[src/rtl/cache_fill_fsm.sv]
// Purpose: miss-fill sequencer for a 128-set x 8-word x 16-bit direct-mapped cache data/tag array.
// Latency: stall starts combinationally in the miss cycle; 8 reads in cycles 1..8; fill_done with the 8th returned word.
// Backpressure: none on either side; memory takes one read per cycle, returned words are written the cycle they arrive.
//
// Ports:
//   clk, rst                      clock, asynchronous active-high reset
//   miss_detected, miss_address   miss request from the hit logic (byte address)
//   memory_data_valid/_data       in-order word return stream from main memory
//   fsm_busy                      pipeline stall request
//   memory_read, memory_address   read request stream to memory
//   write_data_array, block_enable, word_enable, data_out   data array write port
//   write_tag_array, fill_done    tag/valid write strobe and completion pulse
module cache_fill_fsm (
    input  logic         clk,
    input  logic         rst,
    input  logic         miss_detected,
    input  logic [15:0]  miss_address,
    input  logic         memory_data_valid,
    input  logic [15:0]  memory_data,
    output logic         fsm_busy,
    output logic         memory_read,
    output logic [15:0]  memory_address,
    output logic         write_data_array,
    output logic [127:0] block_enable,
    output logic [7:0]   word_enable,
    output logic [15:0]  data_out,
    output logic         write_tag_array,
    output logic         fill_done
);

    typedef enum logic {
        IDLE = 1'b0,
        FILL = 1'b1
    } state_t;

    state_t      state, state_nx;
    logic [11:0] base_addr, base_nx;   // byte address bits [15:4] of the block being filled
    logic [3:0]  issue_cnt, issue_nx;  // reads issued so far, 0..8
    logic [2:0]  recv_cnt, recv_nx;    // words written so far, 0..7
    logic [6:0]  set_idx;

    // base_addr holds addr[15:4], so the set index addr[10:4] is its low 7 bits.
    assign set_idx = base_addr[6:0];

    always_ff @(posedge clk or posedge rst) begin
        if (rst) begin
            state     <= IDLE;
            base_addr <= '0;
            issue_cnt <= '0;
            recv_cnt  <= '0;
        end else begin
            state     <= state_nx;
            base_addr <= base_nx;
            issue_cnt <= issue_nx;
            recv_cnt  <= recv_nx;
        end
    end

    always_comb begin
        state_nx         = state;
        base_nx          = base_addr;
        issue_nx         = issue_cnt;
        recv_nx          = recv_cnt;
        fsm_busy         = 1'b0;
        memory_read      = 1'b0;
        memory_address   = '0;
        write_data_array = 1'b0;
        block_enable     = '0;
        word_enable      = '0;
        data_out         = '0;
        write_tag_array  = 1'b0;
        fill_done        = 1'b0;

        case (state)
            IDLE: begin
                // Returned words arriving here belong to a fill aborted by reset: dropped.
                fsm_busy = miss_detected;
                if (miss_detected) begin
                    base_nx  = miss_address[15:4];
                    issue_nx = '0;
                    recv_nx  = '0;
                    state_nx = FILL;
                end
            end
            FILL: begin
                // New misses are ignored here; the stalled pipeline re-presents them afterwards.
                fsm_busy = 1'b1;
                if (issue_cnt < 4'd8) begin
                    memory_read    = 1'b1;
                    memory_address = {base_addr, issue_cnt[2:0], 1'b0};
                    issue_nx       = issue_cnt + 4'd1;
                end
                // Only accept a word when a request is outstanding; a stray valid is ignored.
                if (memory_data_valid && (issue_cnt > {1'b0, recv_cnt})) begin
                    write_data_array = 1'b1;
                    block_enable     = 128'd1 << set_idx;
                    word_enable      = 8'd1 << recv_cnt;
                    data_out         = memory_data;
                    recv_nx          = recv_cnt + 3'd1;
                    if (recv_cnt == 3'd7) begin
                        write_tag_array = 1'b1;
                        fill_done       = 1'b1;
                        state_nx        = IDLE;
                    end
                end
            end
            default: state_nx = IDLE;
        endcase

        // All outputs, including the combinational stall, read 0 while reset is held.
        if (rst) begin
            fsm_busy = 1'b0;
        end
    end

endmodule
[config.mk]
export PLATFORM = sky130hd
export DESIGN_NAME = cache_fill_fsm
export DESIGN_NICKNAME = d
export VERILOG_FILES = /design/src/rtl/cache_fill_fsm.sv
export SDC_FILE = /design/constraint.sdc
export NUM_CORES = 1
export LEC_CHECK = 0
export BUFFER_PORTS_ARGS = -buffer_cell sky130_fd_sc_hd__buf_2
export CAP_MARGIN = 40
export CORE_MARGIN = 5
export CORE_UTILIZATION = 37
export CTS_CLUSTER_DIAMETER = 50
export DETAILED_ROUTE_END_ITERATION = 8
export PLACE_DENSITY_LB_ADDON = 0.3
export SYNTH_ARGS = -nofsm -noshare
export SYNTH_HDL_FRONTEND = slang
export SYNTH_SLANG_ARGS = --single-unit
[constraint.sdc]
create_clock -name clk -period 2.6 [get_ports clk]
set_input_delay 0.26 -clock clk [delete_from_list [all_inputs] [get_ports clk]]
set_output_delay 0.26 -clock clk [all_outputs]
set_load 0.02 [all_outputs]
Word level (Yosys, flattened, before mapping)
Cells that the tools add are included.

word-level totals
  output and inout port bits = 173
  bits in registers = 20

cells by class
  bitwise logic cells = 1
  equal/unequal tests = 4
  order comparisons = 2
  reductions and logical operators = 4
  $add $sub $neg = 2
  shifts and indexed selects = 2
  muxes and demuxes = 27

operator list
  kind                                               number
  2-to-1 mux 128 bit                                 2
  left shift 1 x 7 -> 128 bit, first input constant  1
  2-to-1 mux 16 bit                                  4
  2-to-1 mux 8 bit                                   2
  2-to-1 mux 1 bit                                   11
  2-to-1 mux 4 bit                                   2
  case mux 4 bit (2 select lines)                    1
  left shift 1 x 3 -> 8 bit, first input constant    1
  2-to-1 mux 3 bit                                   2
  case mux 3 bit (2 select lines)                    1
  AND reduction 2 bit                                3
  adder 4 x 1 -> 4 bit, second input constant        1
  greater-than comparator 4 x 3 -> 1 bit             1
  < comparator 4 bit, second input constant          1
  != test 2 x 1 -> 1 bit, second input constant      2
  case mux 1 bit (2 select lines)                    2
  adder 3 x 1 -> 3 bit, second input constant        1
  equality test 3 bit, second input constant         1
  != test 2 bit, second input constant               1
  logical AND 1 bit                                  1
  NOT 1 bit                                          1

Longest topological paths before layout
Gate-level depths: netlist of run 1.

  depth after elaboration = 4
  gate-level depth with buffers = 9

Least setup slack after synthesis of run 1
Ideal clock, no wire load.

  path type = register to output
  start = register recv_cnt[2]
  end = output block_enable[20]
  arrival time = 2095 ps
  setup slack = 245 ps
  stages on the path, launching flop included = 8
  data required time = 2340 ps
  cells stage by stage = dfrtp_1 -> inv_1 -> ha_1 -> nor3_1 -> a41oi_2 -> buf_2 -> nand2_1 -> nor4_1

on the way
  word-level cells in the longest chain between the ends = 4

RTL lines
  item                                    RTL line  text
  start, declared                         39        logic [2:0] recv_cnt, recv_nx;
  start signal, assigned                  55        recv_cnt <= recv_nx;
  greater-than comparator 4 x 3 -> 1 bit  94        if (memory_data_valid && (issue_cnt > {1'b0, recv_cnt})) begin
  logical AND 1 bit                       94
  2-to-1 mux 128 bit                      94
  2-to-1 mux 128 bit                      74        case (state)
  end, declared                           24        output logic [127:0] block_enable,

Every way passes these cells.

Worst setup path after layout of run 1
  start = register recv_cnt[2]
  end = output block_enable[85]

The elaborated chain is that of the path after synthesis.

==> flow_metrics.env, run 1 <==
export IMPL_synth_common_cells="nor2_1 (127), nand2_1 (59), and2_1 (34)"
export IMPL_final_setup_viol_count=0
export IMPL_wirelength_um=9313
export IMPL_grt_usage_pct=22.89
export IMPL_switchingPower_mw=1.785
export IMPL_first_pass_iters=4
export IMPL_cap_violations=0
export IMPL_muxShareOfSynthArea_pct=1.424
export IMPL_clock_power_share_pct=7.9
export IMPL_grt_pass1_vias=2862
export IMPL_slew_viol_final=0
export IMPL_r2r_slack_ps=690
export IMPL_skew_ps=0.6088
export IMPL_hold_path_class="input pin to async pin"
export IMPL_rsz0062_at_grt="true"
export IMPL_ant_nets=0
export IMPL_cp_end_kind="primary output"
export IMPL_n_fill_cell=595
export IMPL_drive_gt1_share_pct=40.75
export IMPL_syn_inst=369
export IMPL_nets=609
export IMPL_h_tree_depth=1
export IMPL_p_leak_nw=1.987
export IMPL_slowest_stage="dfrtp_2"
export IMPL_worstMarginPinSlew_ps=748.4
export IMPL_ys_flop_type="dfrtp_1"
export IMPL_min_period_ps=2512
export IMPL_synth_area_leaders="dfrtp_1 (23%), nor2_1 (22%), nand2_1 (10%), and2_1 (9.7%), ha_1 (5.7%)"
export IMPL_p_total_mw=3.135
export IMPL_p_int_mw=1.350
export IMPL_sw_frac_of_total_pct=56.94
export IMPL_fin_crit_sh_pct=96.62
export IMPL_finalWorstSetupSlack_ps=87.78
export IMPL_cts_root_buf="clkbuf_8"
export IMPL_cts_clk_slew_worst_paths_ps=80
export IMPL_p_comb_share_pct=69.9
export IMPL_synth_top_cell_area_share_pct=22.78
export IMPL_grt_ovfl_total=0
export IMPL_criticalPathCategory="register to primary output"
export IMPL_drtIter0Drc=187
export IMPL_postSynthAreaPerCell_um2=5.954
export IMPL_io_pins=209
export IMPL_synth_compound_area_share_pct=1.651
export IMPL_critPathRequiredTime_ps=2340
export IMPL_grt_first_pass_wirelength_um=14120
export IMPL_grt_antenna_before_repair=1
export IMPL_max_slew_margin_pct=50.05
export IMPL_coreArea_um2=5851
export IMPL_clock_latency_ps=270
export IMPL_synthArstFlopShare_pct=100.0
export IMPL_synth_top_family_by_area="simple AND/OR/NAND/NOR gates"
export IMPL_die_w_um=87.06
export IMPL_status="finished clean"
export IMPL_synthXorXnorAreaFrac_pct=0.7973
export IMPL_critical_path_cell_chain="inv_2, ha_1, nor3_2, a41oi_2, buf_6, nand3_1, nor2_1, buf_2"
export IMPL_fmax_ghz=0.3981
export IMPL_fp_dieArea_um2=7579
export IMPL_dp_cells=632
export IMPL_clock_sinks=20
export IMPL_ir_drop_v=0.0005950
export IMPL_ys_warn_count=0
export IMPL_rows=28
export IMPL_power_per_cell_area_nw_per_um2=925.1
export IMPL_synthSimpleGateAreaFrac_pct=60.54
export IMPL_initial_core_util_pct=37.55
export IMPL_wire_per_inst_um=14.60
export IMPL_cts_tree="built"
export IMPL_clockBufferDepth=2
export IMPL_max_stage_delay_ps=420
export IMPL_ys_seq_elements=20
export IMPL_post_synth_top_count_cell="nor2_1"
export IMPL_vias=3140
export IMPL_synthesis_nets=415
export IMPL_crit_arrival_ps=2250
export IMPL_p_seq_share_pct=22.1
export IMPL_grt_max_degree=27
export IMPL_synth_area_leader_cell="dfrtp_1"
export IMPL_io_buffers=203
export IMPL_gp_congestion=0.8493
export IMPL_vias_per_cell=4.922
export IMPL_synth_seq_area_share_pct=22.78
export IMPL_place_hpwl_um=7443
export IMPL_utilization_pct=57.91
export IMPL_synthAdderAreaFrac_pct=5.695
export IMPL_hold_viol_final=0
export IMPL_cts_made_buffers=3
export IMPL_pre_cts_slack_ps=87.96
export IMPL_die_height_um=87.06
export IMPL_drc_errors=0
export IMPL_syn_area_um2=2197
export IMPL_syn_to_final_growth_pct=54.21
export IMPL_synth_edf_count=0
export IMPL_critPathLaunchType="register"
export IMPL_ys_types=33
export IMPL_final_cells=638
export IMPL_worstPathMaxFanout=15
==> worst max-delay path, delay by kind of cell, from the launching register on <==
family	cells	cell delay, ps
flip-flops	1	420
adder cells (fa/ha/maj)	1	330
buffers and inverters	3	470
AO/OA/AOI/OAI	1	190
AND/OR/NAND/NOR	3	580
==> through the flow <==
step                      setup TNS (ps)  area (um^2)  hold WS, ps
after floorplan                        0         2197        223.8
after global placement                 0         3274        435.7
after detailed placement               0         3274        454.8
final                                  0         3388        118.3
after global routing              -2.347         3388        182.1
after CTS                              0         3351        162.8
==> path summary, 6_finish.rpt <==
kind / cells after the start / endpoint / startpoint
setup / recovery: 8 / block_enable[85] / recv_cnt[2]$_DFFE_PP0P_
hold / removal: 2 / state$_DFF_PP0_ / rst
setup reg to reg: 7 / recv_cnt[1]$_DFFE_PP0P_ / recv_cnt[2]$_DFFE_PP0P_
min in group clk: 3 / base_addr[9]$_DFFE_PP0P_ / miss_address[13]
max in group asynchronous: 2 / recv_cnt[2]$_DFFE_PP0P_ / rst
hold reg to reg: 2 / base_addr[11]$_DFFE_PP0P_ / base_addr[11]$_DFFE_PP0P_
==> cell type report <==
cell class	instances	area, um^2	share of cell area [%]
diodes	1	2.502	0.07386
clock buffers	4	55.05	1.625
inverters	8	42.54	1.256
multi-input cells	314	1568	46.27
flip-flops and latches	20	501.7	14.81
well taps	75	93.84	2.770
repair buffers	216	1125	33.20
==> per-layer routing <==
| layer | track usage [%] | vias up | part of all wire, % |
|---|---|---|---|
| met5 | 0 | - | 0 |
| met4 | 5.099 | 0 | 1.4 |
| met3 | 4.352 | 15 | 8.8 |
| met2 | 41.06 | 132 | 50 |
| met1 | 28.13 | 1439 | 39 |
| li1 | - | 1554 | - |
==> state kept, by name (all words and copies together), names as in the netlist <==
register / count
base_addr: 12
issue_cnt: 4
recv_cnt: 3
state: 1
==> cells by family (layout without fill, tap and decap cells) <==
logic type | count (synthesis) | after routing
other | 1 | 2
AO/OA/AOI/OAI | 5 | 5
flip-flops | 20 | 20
AND/OR/NAND/NOR | 293 | 293
buffers and inverters | 35 | 228
multiplexers | 3 | 3
adder cells (fa/ha/maj) | 10 | 10
XOR/XNOR | 2 | 2
==> cell usage in the layout (no fill, tap or decap), types with 2 or more instances in the layout <==
| cell | count |
|---|---|
| mux2i_1 | 2 |
| nand4_1 | 3 |
| buf_6 | 3 |
| nor2b_1 | 7 |
| ha_1 | 10 |
| and3_1 | 6 |
| nor2_1 | 127 |
| inv_1 | 6 |
| and2_1 | 34 |
| nor3_1 | 16 |
| a21oi_1 | 2 |
| nand2b_1 | 6 |
| nand3_1 | 21 |
| dfrtp_1 | 19 |
| buf_2 | 203 |
| nor4_1 | 4 |
| or3_1 | 2 |
| nand2_1 | 59 |
| buf_4 | 10 |
| clkbuf_8 | 4 |
==> power by group through the flow <==
stage | Combinational [mW] | Sequential (mW) | Clock, mW
finish | 2.19 | 0.693 | 0.249
CTS | 2.15 | 0.689 | 0.245
detailed placement | 2.09 | 0.691 | 0
global route | 2.42 | 0.732 | 0.266
floorplan | 1.60 | 0.557 | 0
global placement | 2.04 | 0.682 | 0
==> repair_timing <==
item                                    CTS  global route
hold buffers                              0             0
endpoints found under the setup margin   30            92
pin swaps                                 0             1
gates resized for setup                   5             8
buffers inserted                          0             1
(Power assumes the default switching activity.)
==> run 2, diff against run 1 <==
CELL_PAD_IN_SITES_DETAIL_PLACEMENT = 0   (was not set)
CELL_PAD_IN_SITES_GLOBAL_PLACEMENT = 2   (was not set)
CORE_UTILIZATION = 16   (was 37)
SLEW_MARGIN = 25   (was not set)
clock period = 2.8 ns   (was 2.6 ns; I/O delays follow)
==> run 2 against run 1 <==
  * Sequential share of layout area shrank 0.80 points
  * Flip-flop and latch count unchanged
  * Die area increased by 110%
  * Clock skew up 5.5 ps
  * Non-clock buffer count unchanged
  * Worst hold slack better by 93 ps
  * Setup slack improved by 130 ps
  * Critical path depth increased by 1
  * Wire length up 12%
  * Register-to-register slack better by 130 ps
  * Via count fell by 2.7%
  * Highest routed layer unchanged
==> flow_metrics.env, run 2 (synthesis gave the netlist of run 1 again) <==
export IMPL_cts_root_buf="clkbuf_16"
export IMPL_fp_dieArea_um2=16180
export IMPL_io_pins=209
export IMPL_final_setup_viol_count=0
export IMPL_criticalPathCategory="register to primary output"
export IMPL_io_buffers=203
export IMPL_r2r_slack_ps=820
export IMPL_worstPathMaxFanout=26
export IMPL_power_per_cell_area_nw_per_um2=859.5
export IMPL_cap_violations=0
export IMPL_skew_ps=6.137
export IMPL_initial_core_util_pct=16.46
export IMPL_post_dp_cell_area_um2=3393
export IMPL_largest_reg_flops=12
export IMPL_vias_per_cell=4.141
export IMPL_drc_errors=0
export IMPL_die_height_um=127.2
export IMPL_top_register="base_addr"
export IMPL_ir_drop_v=0.0004558
export IMPL_cpLargestDelayFamily="buffers and inverters"
export IMPL_fmax_ghz=0.3880
export IMPL_max_slew_margin_pct=57.10
export IMPL_hold_viol_final=0
export IMPL_grt_first_pass_wirelength_um=16150
export IMPL_coreArea_um2=13350
export IMPL_slew_viol_final=0
export IMPL_slowest_stage="dfrtp_1"
export IMPL_place_hpwl_um=8471
export IMPL_critical_path_cell_chain="inv_1, ha_1, nor3_1, a41oi_2, buf_6, nand3_4, inv_6, and2_1, buf_2"
export IMPL_wirelength_um=10440
export IMPL_p_total_mw=3.070
export IMPL_grt_antenna_before_repair=0
export IMPL_critical_path_buf_inv_count=4
export IMPL_final_setup_tns_ps=0
export IMPL_cts_tree="built"
export IMPL_crit_arrival_ps=2300
export IMPL_clock_sinks=20
export IMPL_min_path_cells=3
export IMPL_n_fill_cell=1521
export IMPL_min_from="miss_address[12]"
export IMPL_ant_nets=0
export IMPL_clockBufferDepth=2
export IMPL_layout_common_cells="buf_2 (203), nor2_1 (127), nand2_1 (59)"
export IMPL_cts_made_buffers=3
export IMPL_status="finished clean"
export IMPL_finalHoldWorstSlack_ps=211.2
export IMPL_grt_max_degree=27
export IMPL_min_period_ps=2577
export IMPL_grt_usage_pct=12.08
export IMPL_r2r_end="recv_cnt[1]$_DFFE_PP0P_"
export IMPL_syn_to_final_growth_pct=62.59
export IMPL_rows=42
export IMPL_antennaDiodeCount=0
export IMPL_cts_clk_slew_worst_paths_ps=60
export IMPL_cp_end_kind="primary output"
export IMPL_largest_registers="base_addr: 12 flops, issue_cnt: 4 flops, recv_cnt: 3 flops"
export IMPL_grt_ovfl_total=0
export IMPL_post_cts_buffers=0
export IMPL_grt_pass1_vias=3006
export IMPL_p_leak_nw=2.014
export IMPL_critPathRequiredTime_ps=2520
export IMPL_hold_path_class="input pin to register"
export IMPL_holdPathEnd="base_addr[8]$_DFFE_PP0P_"
export IMPL_final_common_cell="buf_2"
export IMPL_clock_latency_ps=250
export IMPL_fin_crit_sh_pct=92.05
export IMPL_worstMarginPinSlew_ps=643.5
export IMPL_nets=609
export IMPL_worst_path_stages=9
export IMPL_h_tree_depth=1
export IMPL_post_route_cell_area_um2=3572
export IMPL_critPathLaunchType="register"
export IMPL_gp_congestion=0.7975
export IMPL_max_stage_delay_ps=420
export IMPL_rsz0062_at_grt="false"
export IMPL_die_w_um=127.2
export IMPL_wire_per_inst_um=14.14
export IMPL_first_pass_iters=4
export IMPL_drive_gt1_share_pct=40.39
export IMPL_r2r_cells=7
export IMPL_r2r_start="recv_cnt[2]$_DFFE_PP0P_"
export IMPL_drtIter0Drc=114
export IMPL_vias=3056
==> run 2: changes by cell type in the layout (fill, tap and decap cells not counted), moves of 2 or more <==
cell,previous run,this run
nand3_2,1,4
clkbuf_8,4,0
nand3_1,21,18
clkbuf_16,0,3
buf_6,3,1
==> run 2: per-stage QoR <==
stage          setup slack (ps)  instances  util [%]
2_1_floorplan             425.0        369         -
3_3_place_gp              323.4        732     25.42
3_5_place_dp              256.2        732     25.42
4_1_cts                   40.48        736     26.23
5_1_grt                   44.12        738     26.76
6_report                  222.6        738     26.76
==> run 2: worst register-to-register path, delay by kind of cell, from the launching register on <==
family          cells  cell delay [ps]
compound gates      1               70
fa+ha+maj           1              290
buf+inv             2              370
flops               1              430
mux                 1              350
simple gates        2              360
==> run 2: timing repair <==
item | CTS | global route
resized for setup | 1 | 7
setup endpoints to repair | 9 | 40
hold buffers | 0 | 1
endpoints found under the hold margin | 0 | 4
==> run 2: final cells by class <==
| type | instances | area [um^2] | share of cell area, % |
|---|---|---|---|
| multi-input combinational | 314 | 1572 | 43.99 |
| clock inverter | 1 | 30.03 | 0.8406 |
| sequential | 20 | 500.5 | 14.01 |
| tap | 176 | 220.2 | 6.165 |
| clock buffer | 3 | 75.07 | 2.102 |
| timing repair buffer | 216 | 1140 | 31.91 |
| inverter | 8 | 35.03 | 0.9807 |
==> run 2: per-layer routing <==
| metal | share of wire, % | wire length [um] | track usage, % | vias to the layer above |
|---|---|---|---|---|
| li1 | - | - | - | 1555 |
| met1 | 41 | 4278 | 14.27 | 1376 |
| met2 | 51 | 5289 | 23.04 | 121 |
| met3 | 7.7 | 804 | 2.337 | 4 |
| met4 | 0.61 | 64 | 1.640 | 0 |
| met5 | 0 | 0 | 0 | - |
==> run 2: where the power goes <==
| group | switching (mW) | internal [mW] | leakage, nW |
|---|---|---|---|
| clock network | 0.112 | 0.284 | 0.0511 |
| logic | 1.35 | 0.673 | 1.72 |
| registers | 0.228 | 0.424 | 0.242 |
==> run 2: worst max path at each step <==
stage                            start                to  slack [ps]
6_report       recv_cnt[2]$_DFFE_PP0P_    word_enable[7]         220
5_1_grt        recv_cnt[2]$_DFFE_PP0P_         fill_done          40
4_1_cts        recv_cnt[2]$_DFFE_PP0P_   write_tag_array          40
3_5_place_dp   recv_cnt[2]$_DFFE_PP0P_   write_tag_array         260
3_3_place_gp   recv_cnt[2]$_DFFE_PP0P_    word_enable[7]         320
2_1_floorplan  recv_cnt[2]$_DFFE_PP0P_  block_enable[20]         430
